--- config.mk ---
export PLATFORM = sky130hd
export DESIGN_NAME = store_buffer
export DESIGN_NICKNAME = d
export VERILOG_FILES = /design/src/rtl/store_buffer.sv
export SDC_FILE = /design/constraint.sdc
export NUM_CORES = 1
export LEC_CHECK = 0
export ABC_AREA = 1
export CORE_UTILIZATION = 54
export CTS_BUF_LIST = sky130_fd_sc_hd__clkbuf_8
export CTS_CLUSTER_DIAMETER = 60
export DETAILED_ROUTE_END_ITERATION = 12
export PLACE_DENSITY = 0.82
export SLEW_MARGIN = 15
export SYNTH_ARGS = -nofsm -noshare
export SYNTH_HDL_FRONTEND = slang
export SYNTH_SLANG_ARGS = --single-unit
--- constraint.sdc ---
create_clock -name clk -period 7 [get_ports clk]
set_input_delay 2.1 -clock clk [delete_from_list [all_inputs] [get_ports clk]]
set_output_delay 2.1 -clock clk [all_outputs]
set_load 0.01 [all_outputs]
--- src/rtl/store_buffer.sv ---
// Store buffer: aligns decoded stores to word byte lanes, queues them in a FIFO,
// and drains them to dmem over a req/ack handshake.
// Optional store-to-load forwarding is enabled by defining STB_FWD_EN.
module store_buffer #(
  parameter int unsigned DEPTH = 4
) (
  input  logic                       clk,
  input  logic                       rst,
  input  logic                       st_valid,
  output logic                       st_ready,
  input  logic [31:0]                st_addr,
  input  logic [31:0]                st_data,
  input  logic [3:0]                 st_wr_en,
  output logic                       misalign_err,
  output logic [$clog2(DEPTH):0]     count,
  output logic                       empty,
  output logic                       mem_req,
  input  logic                       mem_ack,
  output logic [31:0]                mem_addr,
  output logic [31:0]                mem_wdata,
  output logic [3:0]                 mem_be,
  input  logic [31:0]                ld_addr,
  output logic                       ld_hit,
  output logic [31:0]                ld_data,
  output logic                       ld_stall
);

  localparam int unsigned PtrW = $clog2(DEPTH);
  localparam int unsigned CntW = PtrW + 1;

  typedef logic [PtrW-1:0] ptr_t;
  typedef logic [CntW-1:0] cnt_t;

  typedef enum logic [0:0] {StIdle, StReq} state_e;

  state_e      state_q, state_d;
  cnt_t        count_q, count_d;
  ptr_t        wr_ptr_q, wr_ptr_d;
  ptr_t        rd_ptr_q, rd_ptr_d;
  logic        misalign_err_q, misalign_err_d;

  logic [29:0] addr_q  [DEPTH];
  logic [31:0] wdata_q [DEPTH];
  logic [3:0]  be_q    [DEPTH];

  logic [1:0]  off;
  logic [7:0]  mask_wide;
  logic        misaligned;
  logic        accept;
  logic        push;
  logic        pop;
  logic [3:0]  al_be;
  logic [31:0] al_data;

  // Lane alignment; any mask bit shifted past lane 3 marks the store as misaligned.
  always_comb begin
    off        = st_addr[1:0];
    mask_wide  = {4'b0000, st_wr_en} << off;
    misaligned = |mask_wide[7:4];
    al_be      = mask_wide[3:0];
    al_data    = st_data << {off, 3'b000};
    st_ready   = !rst && (count_q < cnt_t'(DEPTH));
    accept     = st_valid && st_ready;
    push       = accept && (st_wr_en != 4'b0000) && !misaligned;
    pop        = (state_q == StReq) && mem_ack;
  end

  // Pointer, occupancy and error-pulse next state.
  always_comb begin
    wr_ptr_d       = push ? wr_ptr_q + ptr_t'(1) : wr_ptr_q;
    rd_ptr_d       = pop ? rd_ptr_q + ptr_t'(1) : rd_ptr_q;
    count_d        = count_q;
    if (push && !pop) begin
      count_d = count_q + cnt_t'(1);
    end else if (!push && pop) begin
      count_d = count_q - cnt_t'(1);
    end
    misalign_err_d = accept && misaligned;
  end

  // Drain FSM next state and dmem outputs; outputs are zero while idle.
  always_comb begin
    state_d   = state_q;
    mem_req   = 1'b0;
    mem_addr  = 32'h0;
    mem_wdata = 32'h0;
    mem_be    = 4'h0;
    unique case (state_q)
      StIdle: begin
        // Looking at the incoming push gives mem_req one cycle after acceptance.
        if (count_q != cnt_t'(0) || push) begin
          state_d = StReq;
        end
      end
      StReq: begin
        mem_req   = 1'b1;
        mem_addr  = {addr_q[rd_ptr_q], 2'b00};
        mem_wdata = wdata_q[rd_ptr_q];
        mem_be    = be_q[rd_ptr_q];
        if (pop && count_d == cnt_t'(0)) begin
          state_d = StIdle;
        end
      end
      default: state_d = StIdle;
    endcase
  end

  // Control state register with synchronous reset.
  always_ff @(posedge clk) begin
    if (rst) begin
      state_q        <= StIdle;
      count_q        <= '0;
      wr_ptr_q       <= '0;
      rd_ptr_q       <= '0;
      misalign_err_q <= 1'b0;
    end else begin
      state_q        <= state_d;
      count_q        <= count_d;
      wr_ptr_q       <= wr_ptr_d;
      rd_ptr_q       <= rd_ptr_d;
      misalign_err_q <= misalign_err_d;
    end
  end

  // Entry storage; contents are only meaningful below count, so no reset needed.
  always_ff @(posedge clk) begin
    if (push) begin
      addr_q[wr_ptr_q]  <= st_addr[31:2];
      wdata_q[wr_ptr_q] <= al_data;
      be_q[wr_ptr_q]    <= al_be;
    end
  end

  assign count        = count_q;
  assign empty        = (count_q == cnt_t'(0));
  assign misalign_err = misalign_err_q;

`ifdef STB_FWD_EN
  logic        fwd_found;
  logic [31:0] fwd_data;
  logic [3:0]  fwd_be;
  ptr_t        fwd_idx;
  logic [1:0]  unused_ld_lo;

  assign unused_ld_lo = ld_addr[1:0];

  // Scan oldest to youngest so the youngest matching entry overrides earlier ones.
  always_comb begin
    fwd_found = 1'b0;
    fwd_data  = 32'h0;
    fwd_be    = 4'h0;
    fwd_idx   = rd_ptr_q;
    for (int k = 0; k < int'(DEPTH); k++) begin
      fwd_idx = rd_ptr_q + ptr_t'(k);
      if (k < int'(count_q) && addr_q[fwd_idx] == ld_addr[31:2]) begin
        fwd_found = 1'b1;
        fwd_data  = wdata_q[fwd_idx];
        fwd_be    = be_q[fwd_idx];
      end
    end
    ld_hit   = fwd_found && (fwd_be == 4'hf);
    ld_stall = fwd_found && (fwd_be != 4'hf);
    ld_data  = ld_hit ? fwd_data : 32'h0;
  end
`else
  logic unused_ld;

  assign unused_ld = ^ld_addr;
  assign ld_hit    = 1'b0;
  assign ld_stall  = 1'b0;
  assign ld_data   = 32'h0;
`endif

endmodule

# ---- Word level (Yosys, flattened, before mapping)
# Memory sizes are Yosys's and may differ from the RTL's. A register that Yosys moved wholly into a read port is not among the register bits.
# Cells that the tools add are included.
dict set report word_totals {
  n_memories 3
  input_bits 104
  latchBits 0
  regBits 9
  elab_cells 52
  rom_bits 0
  ramBits 264
  output_inout_bits 109
}
dict set report op_classes {
  magnitude_cmp 1
  n_mux 17
  n_shift 2
  div_mod_pow 0
  eq_ne 0
  multipliers 0
  addsub 4
  bitwise_logic 1
  n_reduce_logical 19
}
# name words width rd rd_ports_with_merged_regs wr line_no
set memory_table {}
lappend memory_table {wdata_q 4 32 1 1 1 43} ;# logic [31:0] wdata_q [DEPTH];
lappend memory_table {addr_q 4 30 1 1 1 42} ;# logic [29:0] addr_q [DEPTH];
lappend memory_table {be_q 4 4 1 1 1 44} ;# logic [3:0] be_q [DEPTH];
# cell n
set ops {}
lappend ops {{32-bit two-way mux} 2}
lappend ops {{32-bit by 5-bit << shifter with 32-bit output} 1}
lappend ops {{2-bit two-way mux} 6}
lappend ops {{1-bit logical AND} 9}
lappend ops {{4-bit by 2-bit << shifter with 8-bit output} 1}
lappend ops {{3-bit logical NOT} 2}
lappend ops {{3-bit two-way mux} 2}
lappend ops {{1-bit two-way mux} 5}
lappend ops {{2-bit by 1-bit adder with 2-bit output (second input constant)} 2}
lappend ops {{1-bit logical NOT} 4}
lappend ops {{4-bit two-way mux} 1}
lappend ops {{4-bit nonzero test} 1}
lappend ops {{4-bit OR reduction} 1}
lappend ops {{3-bit by 1-bit adder with 3-bit output (second input constant)} 1}
lappend ops {{3-bit < comparator (second input constant)} 1}
lappend ops {{3-bit nonzero test} 1}
lappend ops {{3-bit by 1-bit subtractor with 3-bit output (second input constant)} 1}
lappend ops {{1-bit case mux with 2 select lines} 1}
lappend ops {{1-bit logical OR} 1}
lappend ops {{1-bit NOT} 1}

# ---- Depth between registers and ports, before layout
# Gate-level depths: netlist of the first run.
dict set report logic_depth {
  depth_word 13
  mapped_depth 12
}

# ---- Worst setup path before layout of the first run
# Ideal clock, no wire load.
dict set report synth_path {
  kind {input -> register}
  startpoint {input rst}
  endpoint {memory addr_q[0][0], enable pin}
  arrival_ns 5.435
  required_time_ns 6.509
  path_slack_ns 1.075
  cell_stages 5
  n_path_buf 0
  path_cell_list {nor2_2 > nand2_2 > nor2_4 > nand3_4 > nor2_1}
}
dict set report synth_between {
  elab_chain_cells 7
}
# element line_no
set synth_lines {}
lappend synth_lines {{start: declaration} 8} ;# input logic rst,
lappend synth_lines {{1-bit logical NOT} 62} ;# st_ready = !rst && (count_q < cnt_t'(DEPTH));
lappend synth_lines {{1-bit logical AND} 62}
lappend synth_lines {{1-bit logical AND} 63} ;# accept = st_valid && st_ready;
lappend synth_lines {{1-bit logical AND (2 in series)} 64} ;# push = accept && (st_wr_en != 4'b0000) && !misaligned;
lappend synth_lines {{1-bit two-way mux} 127} ;# if (push) begin
lappend synth_lines {{1-bit two-way mux (not written as such)} 128} ;# addr_q[wr_ptr_q] <= st_addr[31:2];
lappend synth_lines {{end: declaration} 42}
# No other way between the ends.

==> flow_summary.toml, run 1 <==
[hold_path]
hold_path.class = "reg2reg"
worstHoldStart = "rd_ptr_q[0]$_SDFFE_PP0P_"

[logic_synthesis]
netlist_instances = 1022
ys_seq_area_share_pct = 70.1
netlist.area_leader.share_pct = 68.2
synth-simple-area-share_pct = 11.6
yosysWarnings = 0
synthXorXnorAreaFrac_pct = 0.151
synthMuxAreaShare_pct = 0.517
synth_area_leaders = "edfxtp_1 68%, nor2_1 9.5%, o21ai_0 6.7%"
synth_top_family_by_area = "simple AND/OR/NAND/NOR gates"
yosys.cell_types.count = 30
synth_compound_area_share_pct = 11.3
synth-seq-cells = 275
synthAdderAreaFrac_pct = 0.754
syn_area_um2 = 11600
yosysTopAreaCell = "edfxtp_1"
syn_avg_cell_area_um2 = 11.4

[floorplan]
die_area_um2 = 22100
die_x_um = 149
core_area_um2 = 21100
io_pins = 213
start_util_pct = 55.1
rows = 53
die_h_um = 149

[timing]
skew_ns = 0.0158
setup_violations = 0
rsz0062_at_grt = "false"
period_minus_slack_ns = 5.94
max_freq_mhz = 168
finalMaxSlewViolations = 0
worstMarginPinSlew_ns = 1.02
maxSlewHeadroom_pct = 32.0
hold_viol_final = 0
tns_ns = 0
fin_crit_sh_pct = 84.9

[cells_and_area]
drive_above_1_share_pct = 7.38
fill_cells = 1517
nets = 1272
antennaDiodeCount = 0
syn_to_final_growth_pct = 20.1

[clock_tree]
cts_sinks = 275
numCtsBuffers = 42
cts_tree = "yes"
cts_hold_buf = 0
htree_levels = 2
root_buffer = "clkbuf_8"
clk-insertion-delay-late_ns = 0.55
clock_path_buffers = 3
cts_resized = 0
post-cts-setup-buffer-count = 0
clkSlewWorstSetupHoldPaths_ns = 0.06

[power]
p_sw_share_pct = 27.6
powerDensity_nw_per_um2 = 283
total_power_w = 0.00394
internal_power_w = 0.00286
combPwrFrac_pct = 20.5
ir_drop_v = 0.000187
leakagePower_nw = 4.92
p_clk_share_pct = 31.5
p_switching_w = 0.00109
pwr-share-seq_pct = 48.0

[global_route]
antenna_found_initial = 0
overflow = 0
grt_pass1_wl_um = 38900
grt_pass1_vias = 7538
grt_max_degree = 74
grt_use_total_pct = 23.4

[critical_path]
crit_fanout = 73
cpPeakStageDelay_ns = 0.93
critPathKind = "reg2out"
crit_chain = "clkinv_2, buf_4, o21ai_0, a21oi_1, clkdlybuf4s50_1"
critPathBufInv = 3
startpoint_type = "flip-flop"
endpoint_kind = "primary output"
arrival_ns = 3.84
slowest_stage = "clkinv_2"
worstPathRequired_ns = 4.90
reg2reg_from = "count[2]$_SDFF_PP0_"
critical_path.top_delay_family = "buffers and inverters"

[drt]
drt_iter0_drc = 577
wire_per_inst_um = 17.4
dr.pass1.iters = 6
antenna_left = 0
drt-total-wl_um = 25500
drc = 0
via_count = 7880
vias_per_cell = 5.37

[placed_design]
portBuffers = 144
gp_congestion = 0.895
dp.final_hpwl_um = 15300

[outcome]
status = "finished clean"

[run]
drv_cap = 0
[cells in the mapped netlist (all sizes together)]
cell / instances
ha: 7
conb: 1
xor2: 1
edfxtp: 264
dfxtp: 11
nand4: 1
nand2: 40
nor3: 1
buf: 54
o22ai: 2
nand3: 6
a21oi: 93
inv: 31
o211ai: 1
o21ai: 156
clkbuf: 44
mux2i: 6
xnor2: 1
a22oi: 6
nor2: 296
[sequential cells by signal, summed over array words and instances (netlist names), named ones only]
| signal | count |
|---|---|
| addr_q | 120 |
| be_q | 16 |
| count | 3 |
| misalign_err | 1 |
| rd_ptr_q | 2 |
| state_q | 1 |
| wdata_q | 128 |
| wr_ptr_q | 2 |
[logic make-up after synthesis]
| logic type | Yosys count |
|---|---|
| AND/OR/NAND/NOR | 344 |
| flip-flops | 275 |
| other | 1 |
| XOR/XNOR | 2 |
| multiplexers | 6 |
| AO/OA/AOI/OAI | 258 |
| adder cells (fa/ha/maj) | 7 |
| buffers and inverters | 129 |
[cells in the final DEF (no fill, tap or decap), drive strengths merged]
cell type / count
buf: 14
mux2i: 6
nor2: 296
clkbuf: 48
xor2: 1
clkinv: 18
o21ai: 156
a22oi: 6
clkinvlp: 1
a21oi: 93
xnor2: 1
conb: 36
ha: 7
edfxtp: 264
nand2: 40
nand3: 6
o22ai: 2
nand4: 1
clkdlybuf4s50: 144
inv: 38
dfxtp: 11
nor3: 1
o211ai: 1
bufinv: 1
[power groups by stage]
| stage | logic (W) | clock network (W) | registers [W] |
|---|---|---|---|
| detailed placement | 0.000804 | 0 | 0.00193 |
| floorplan | 0.000444 | 0 | 0.00190 |
| global placement | 0.000792 | 0 | 0.00192 |
| global route | 0.000883 | 0.00133 | 0.00190 |
| CTS | 0.000809 | 0.00127 | 0.00189 |
| finish | 0.000809 | 0.00124 | 0.00189 |
[through the flow]
step | setup WS [ns] | util (%) | hold WS [ns] | instance area (um2) | instances
after detailed placement | 1.55 | 62.4 | 0.467 | 13200 | 1392
after global placement | 1.53 | 62.4 | 0.455 | 13200 | 1392
after floorplan | 1.07 | - | 0.444 | 11800 | 1057
after CTS | 1.09 | 66.2 | 0.482 | 14000 | 1467
final | 1.06 | 66.2 | 0.481 | 14000 | 1467
after global routing | 0.759 | 66.2 | 0.516 | 14000 | 1467
[metal layers]
layer | share of wire (%) | up-vias | GRT usage (%)
met5 | 0 | - | 0
met2 | 49 | 349 | 38.2
met3 | 7.9 | 51 | 4.54
met1 | 40 | 3704 | 30.4
met4 | 2.9 | 0 | 10.6
li1 | - | 3776 | -
[layout make-up]
type                            count  area, um2  share of cell area, %
Clock buffer                       48        661                   4.74
Clock inverter                     27        139                  0.995
Inverter                           31        118                  0.843
Multi-Input combinational cell    653       2990                   21.4
Sequential cell                   275       8150                   58.4
Tap cell                          275        344                   2.47
Timing Repair Buffer              158       1550                   11.1
[final timing paths]
kind,endpoint,slack (ns),cells after the start
setup / recovery,mem_addr[4],1.06,5
hold reg to reg,rd_ptr_q[0]$_SDFFE_PP0P_,0.48,1
setup reg to reg,wdata_q[0][2]$_DFFE_PP_,4.46,6
hold / removal,rd_ptr_q[0]$_SDFFE_PP0P_,0.48,1
No activity file was read; power rests on OpenSTA's default activity.
==> run 2, diff against run 1 <==
--- a/config.mk
+++ b/config.mk
@@ -6,11 +6,11 @@
 export NUM_CORES = 1
 export LEC_CHECK = 0
 export ABC_AREA = 1
-export CORE_UTILIZATION = 54
+export CORE_UTILIZATION = 49
 export CTS_BUF_LIST = sky130_fd_sc_hd__clkbuf_8
 export CTS_CLUSTER_DIAMETER = 60
 export DETAILED_ROUTE_END_ITERATION = 12
-export PLACE_DENSITY = 0.82
+export PLACE_DENSITY = 0.78
 export SLEW_MARGIN = 15
 export SYNTH_ARGS = -nofsm -noshare
 export SYNTH_HDL_FRONTEND = slang
==> constraint.sdc (replaced) <==
create_clock -name clk -period 5.4 [get_ports clk]
set_input_delay 1.62 -clock clk [delete_from_list [all_inputs] [get_ports clk]]
set_output_delay 1.62 -clock clk [all_outputs]
set_load 0.01 [all_outputs]
==> flow_summary.toml, run 2 (synthesis results as in run 1) <==
[timing]
hold_slack_ns = 0.488
setup_violations = 0
skew_ns = 0.0246
fin_crit_sh_pct = 86.8
hold_viol_final = 0
max_freq_mhz = 213
period_minus_slack_ns = 4.69
rsz0062_at_grt = "false"
worstMarginPinSlew_ns = 0.953
finalMaxSlewViolations = 0
tns_ns = 0
maxSlewHeadroom_pct = 36.4

[critical_path]
slowest_stage = "clkdlybuf4s50_1"
arrival_ns = 3.07
worstPathRequired_ns = 3.78
reg2reg_to = "addr_q[2][10]$_DFFE_PP_"
critPathKind = "reg2out"
endpoint_kind = "primary output"
reg2reg_from = "count[2]$_SDFF_PP0_"
startpoint_type = "flip-flop"
crit_fanout = 78
crit_chain = "clkinv_2, buf_4, o21ai_0, a21oi_1, clkdlybuf4s50_1"
reg2reg_depth = 6
cpPeakStageDelay_ns = 0.61
r2r_slack_ns = 3.19

[clock_tree]
cts_sinks = 275
cts_resized = 0
htree_levels = 2
clk-insertion-delay-late_ns = 0.55
clkSlewWorstSetupHoldPaths_ns = 0.06
numCtsBuffers = 43
clock_path_buffers = 3
cts_tree = "yes"
cts_hold_buf = 0
post-cts-setup-buffer-count = 0
root_buffer = "clkbuf_8"

[drt]
drc = 0
wire_per_inst_um = 16.8
drt_iter0_drc = 587
vias_per_cell = 5.25
antenna_left = 0
drt-total-wl_um = 25400
dr.pass1.iters = 5
via_count = 7927

[cells_and_area]
drive_above_1_share_pct = 7.44
largest_reg_flops = 128
regMostFlops = "wdata_q"
fill_cells = 1761
nets = 1279
antennaDiodeCount = 0
mostFrequentLayoutCells = "290 x nor2_1, 264 x edfxtp_1, 155 x o21ai_0"
layout_commonest_cell = "nor2_1"
syn_to_final_growth_pct = 21.1
reg.largest.list = "wdata_q: 128 flops, addr_q: 120 flops, be_q: 16 flops"
fin_cells = 1509

[hold_path]
worstHoldStart = "rd_ptr_q[0]$_SDFFE_PP0P_"
min_path_cells = 1
hold_path.class = "reg2reg"
whs_endpoint = "rd_ptr_q[0]$_SDFFE_PP0P_"

[placed_design]
dp.final_hpwl_um = 15400
dp.cells = 1436
portBuffers = 144
gp_congestion = 0.888

[power]
powerDensity_nw_per_um2 = 359
leakagePower_nw = 4.95
total_power_w = 0.00505
ir_drop_v = 0.000316

[run]
drv_cap = 0

[global_route]
overflow = 0
grt_use_total_pct = 20.9
grt_max_degree = 79
antenna_found_initial = 0
grt_pass1_wl_um = 38600
grt_pass1_vias = 7357

[floorplan]
core_area_um2 = 22900
die_area_um2 = 24300
die_h_um = 156
rows = 55
start_util_pct = 50.7
die_x_um = 156
io_pins = 213

[outcome]
status = "finished clean"
run 2: cell types whose count changed in the layout (fill, tap and decap cells not counted):
cell	before	now
clkbuf_8	48	43
clkinv_2	7	5
buf_12	0	6
clkinvlp_4	1	3
inv_1	36	41
clkinv_1	11	9
run 2: worst max-delay path by stage:
stage | startpoint | end | slack [ns]
after floorplan | rst | addr_q[0][0]$_DFFE_PP_ | -0.05
after global placement | rst | st_ready | 0.92
after detailed placement | rst | st_ready | 0.91
after CTS | flip-flop | mem_wdata[16] | 0.67
after global routing | flip-flop | mem_wdata[16] | 0.53
final | flip-flop | mem_wdata[10] | 0.71
run 2: critical path: cells and delay by family (launching register included):
kind	cells	cell delay, ns
buffers and inverters	3	1.32
DFF	1	0.56
AOI/OAI and AO/OA	2	0.56
run 2: through the flow:
stage | area (um2) | worst slack, ns | util, %
2_1_floorplan | 11800 | -0.0454 | -
3_3_place_gp | 13300 | 0.921 | 58.1
3_5_place_dp | 13300 | 0.912 | 58.1
4_1_cts | 14100 | 0.674 | 61.4
5_1_grt | 14100 | 0.528 | 61.4
6_report | 14100 | 0.711 | 61.4
run 2: final cells by class:
type                       instances  area (um2)  share of cell area (%)
sequential                       275        8150                    58.0
multi-input combinational        653        2990                    21.3
timing repair buffer             164        1670                    11.8
clock buffer                      43         592                    4.21
tap                              313         392                    2.78
clock inverter                    30         155                    1.10
inverter                          31         118                   0.836
run 2: layer usage:
| metal | wire length [um] | GRT usage [%] | vias to the layer above |
|---|---|---|---|
| li1 | - | - | 3784 |
| met1 | 10400 | 26.8 | 3764 |
| met2 | 12600 | 34.8 | 340 |
| met3 | 1900 | 4.25 | 39 |
| met4 | 583 | 8.08 | 0 |
| met5 | 0 | 0 | - |
run 2: where the power goes:
| group | leakage [nW] | internal, W | switching [W] |
|---|---|---|---|
| clock | 0.423 | 0.000786 | 0.000747 |
| sequential | 2.49 | 0.00240 | 0.0000558 |
| combinational | 2.04 | 0.000460 | 0.000602 |
| total | 4.95 | 0.00364 | 0.00140 |
